$ cat src/rtl/encoder_pkg.sv
// rtl/encoder_pkg.sv - code constants shared by the registered 4-to-2 priority encoder

package encoder_pkg;

    localparam logic [1:0] CODE_A    = 2'b11;
    localparam logic [1:0] CODE_B    = 2'b10;
    localparam logic [1:0] CODE_C    = 2'b01;
    localparam logic [1:0] CODE_D    = 2'b00;
    localparam logic [1:0] CODE_NONE = 2'b00;

endpackage

$ cat src/rtl/encoder_prio_core.sv
// rtl/encoder_prio_core.sv - combinational a>b>c>d priority logic; multi-hot flag under ENCODER_MULTIHOT_ERR_EN

module encoder_prio_core
    import encoder_pkg::*;
(
    input  logic [3:0] req,
    output logic [1:0] code,
    output logic       any
`ifdef ENCODER_MULTIHOT_ERR_EN
    ,
    output logic       multi
`endif
);

    // req[3] is a (highest priority), req[0] is d
    always_comb begin
        code = CODE_NONE;
        if (req[3]) begin
            code = CODE_A;
        end else if (req[2]) begin
            code = CODE_B;
        end else if (req[1]) begin
            code = CODE_C;
        end else if (req[0]) begin
            code = CODE_D;
        end
    end

    assign any = |req;

`ifdef ENCODER_MULTIHOT_ERR_EN
    assign multi = (req[3] & (req[2] | req[1] | req[0]))
                 | (req[2] & (req[1] | req[0]))
                 | (req[1] & req[0]);
`endif

endmodule

$ cat src/rtl/encoder.sv
// rtl/encoder.sv - registered 4-to-2 priority encoder top; optional err output under ENCODER_MULTIHOT_ERR_EN

module encoder
    import encoder_pkg::*;
(
    input  logic clk,
    input  logic rst,
    input  logic a,
    input  logic b,
    input  logic c,
    input  logic d,
    output logic e0,
    output logic e1,
    output logic valid
`ifdef ENCODER_MULTIHOT_ERR_EN
    ,
    output logic err
`endif
);

    logic [1:0] code_d, code_q;
    logic       valid_d, valid_q;

`ifdef ENCODER_MULTIHOT_ERR_EN
    logic       err_d, err_q;
`endif

    encoder_prio_core u_core (
        .req   ({a, b, c, d}),
        .code  (code_d),
        .any   (valid_d)
`ifdef ENCODER_MULTIHOT_ERR_EN
        ,
        .multi (err_d)
`endif
    );

    // Reset wins over sampling: the sample at a reset edge is dropped
    always_ff @(posedge clk) begin
        if (rst) begin
            code_q  <= CODE_NONE;
            valid_q <= 1'b0;
        end else begin
            code_q  <= code_d;
            valid_q <= valid_d;
        end
    end

`ifdef ENCODER_MULTIHOT_ERR_EN
    always_ff @(posedge clk) begin
        if (rst) begin
            err_q <= 1'b0;
        end else begin
            err_q <= err_d;
        end
    end

    assign err = err_q;
`endif

    assign e1    = code_q[1];
    assign e0    = code_q[0];
    assign valid = valid_q;

endmodule

$ cat config.mk
export PLATFORM = sky130hd
export DESIGN_NAME = encoder
export DESIGN_NICKNAME = d
export VERILOG_FILES = /design/src/rtl/encoder_pkg.sv /design/src/rtl/encoder_prio_core.sv /design/src/rtl/encoder.sv
export SDC_FILE = /design/constraint.sdc
export NUM_CORES = 1
export LEC_CHECK = 0
export ABC_CLOCK_PERIOD_IN_PS = 800
export CAP_MARGIN = 20
export CORE_AREA = 3 3 40 42
export DETAILED_ROUTE_END_ITERATION = 16
export DIE_AREA = 0 0 43 45
export SLEW_MARGIN = 20
export SYNTH_ARGS = -nofsm -noshare
export SYNTH_HDL_FRONTEND = slang
export SYNTH_SLANG_ARGS = --single-unit
$ cat constraint.sdc
create_clock -name clk -period 0.8 [get_ports clk]
set_input_delay 0.08 -clock clk [delete_from_list [all_inputs] [get_ports clk]]
set_output_delay 0.08 -clock clk [all_outputs]
set_load 0.02 [all_outputs]
==> flow_summary.ini <==
[floorplan]
row_count = 13
die_area_um2 = 1940
core_area_um2 = 1280
die_x_um = 43
chipHeight_um = 45
start_util_pct = 7.40
io_pins = 9

[layout]
area_growth_pct = 118
drive_above_1_share_pct = 31.8
fin_nets = 29
fin_area_um2 = 208
fill_cells = 155
antennaDiodeCount = 0

[place]
placed_area_um2 = 194
dp_hpwl_um = 177
post-place-ws_ps = -158
port_buffers = 8
gp_congestion = 0.578

[clock_network]
cts.htree.levels = 1
clockBufferDepth = 2
cts.reportedPaths.clkPinSlew_ps = 40
tritoncts = yes
cts_num_sinks = 3
cts_hold_buffers = 0
cts_buffers = 3
cts-root-buf = clkbuf_4

[global_route]
antenna_found_initial = 0
grt_pass1_wl_um = 351
grt_max_degree = 4
gr-usage-all-layers_pct = 3.50
grt_pass1_vias = 96
overflow = 0

[sta]
relSlewSlack_pct = 91.3
clock.fmax_mhz = 1330
slew_viol_final = 0
finalWorstSetupSlack_ps = 46.3
max_slew.worst_pin.slew_ps = 131
period_needed_ps = 754
setup_violations = 0
period_share_pct = 94.2
hold_viol = 0
rsz0062_at_grt = false

[synth]
syn-instance-count = 10
syn_area_per_cell_um2 = 9.51
netlist_area_um2 = 95.1
synthesis.nets = 16
ys_ff_latch = 3
synth.distinct_cells = 6
yosysSeqAreaShare_pct = 63.2
yosysWarnings = 0

[drt]
routed_wl_um = 245
drc_errors = 0
vias = 98
antenna_left = 0
wl_per_cell_um = 6.62
first_pass_iters = 1
viasPerCell = 2.65
drtIter0Drc = 0

[setup_path]
crit_fanout = 1
cp-startpoint = valid
end_kind = output pin
crit_buf_inv = 1
startpoint_type = flop
cp_data_arrival_time_ps = 670
required_ps = 720
endpoint = valid
crit_slowest_cell = dfxtp_1
cp_top_family = flip-flops
critical_path_class = flop to output pin
critPathMaxStageDelay_ps = 290
worst-path-stages = 1
path_cells = buf_2

[hold_path]
hp-class = input pin to flop

[run]
max_cap_viol_count = 0

[power]
powerDensity_nw_per_um2 = 2360
leakage_nw = 0.0900
peakVddDrop_v = 0.000278

[outcome]
status = finished, final reports clean
routing by layer:
metal	vias up	track usage, %	wire [um]
met5	-	0	0
li1	54	-	-
met2	9	2.69	78
met4	0	7.23	7
met1	33	2.89	103
met3	2	3.59	56
state kept, by name, summed over array words and instances (netlist names):
signal  flops
valid       1
code_q      2
logic make-up (layout without fill, tap and decap cells):
kind of cell | Yosys count | after routing | synth area share, %
compound gates | 2 | 2 | 14.5
buf+inv | 1 | 13 | 3.94
simple gates | 4 | 4 | 18.4
flops | 3 | 3 | 63.2
placed cells by master, fill, tap and decap left out:
master	Yosys	routed
a21oi_1	1	1
a21oi_2	1	1
buf_2	0	2
buf_4	0	1
clkbuf_1	0	1
clkbuf_4	0	3
clkdlybuf4s50_1	0	5
dfxtp_1	3	3
inv_1	1	1
nand2b_1	1	1
nor2_1	3	3
synthesized netlist by cell type (all sizes together):
master,number,area (um^2)
nor2,3,11.3
a21oi,2,13.8
dfxtp,3,60.1
nand2b,1,6.26
inv,1,3.75
power breakdown:
| group | switching, mW | internal (mW) |
|---|---|---|
| Combinational | 0.0284 | 0.0356 |
| Sequential | 0.00182 | 0.160 |
| Clock | 0.0771 | 0.187 |
how the worst min path moves through the flow:
stage | from | endpoint | depth (start not counted)
floorplan | rst | code_q[0] | 1
global placement | a | code_q[0] | 3
detailed placement | a | code_q[0] | 3
CTS | a | code_q[0] | 3
global route | a | code_q[0] | 3
finish | a | code_q[0] | 3
stage by stage:
stage                     utilization (%)  setup TNS, ps  hold WS [ps]  total power [mW]  std cells
after floorplan                         -              0           142             0.189         10
after global placement               15.1           -572           673             0.237         33
after detailed placement             15.1           -581           671             0.237         33
after CTS                            16.0              0           420             0.507         37
after global routing                 16.2              0           441             0.532         37
final                                16.2              0           426             0.490         37
what timing repair did:
item	in CTS	in global routing
resized for setup	12	1
setup endpoints to repair	3	1
gates cloned	0	0
buffers inserted	0	0
cell type report:
cell class	count	area, um^2	area share, %
Clock buffer	4	26.3	12.7
Tap cell	15	18.8	9.04
Timing Repair Buffer	8	67.6	32.5
Sequential cell	3	60.1	28.9
Inverter	1	3.75	1.81
Multi-Input combinational cell	6	31.3	15.1
No activity file was read; power rests on OpenSTA's default activity.
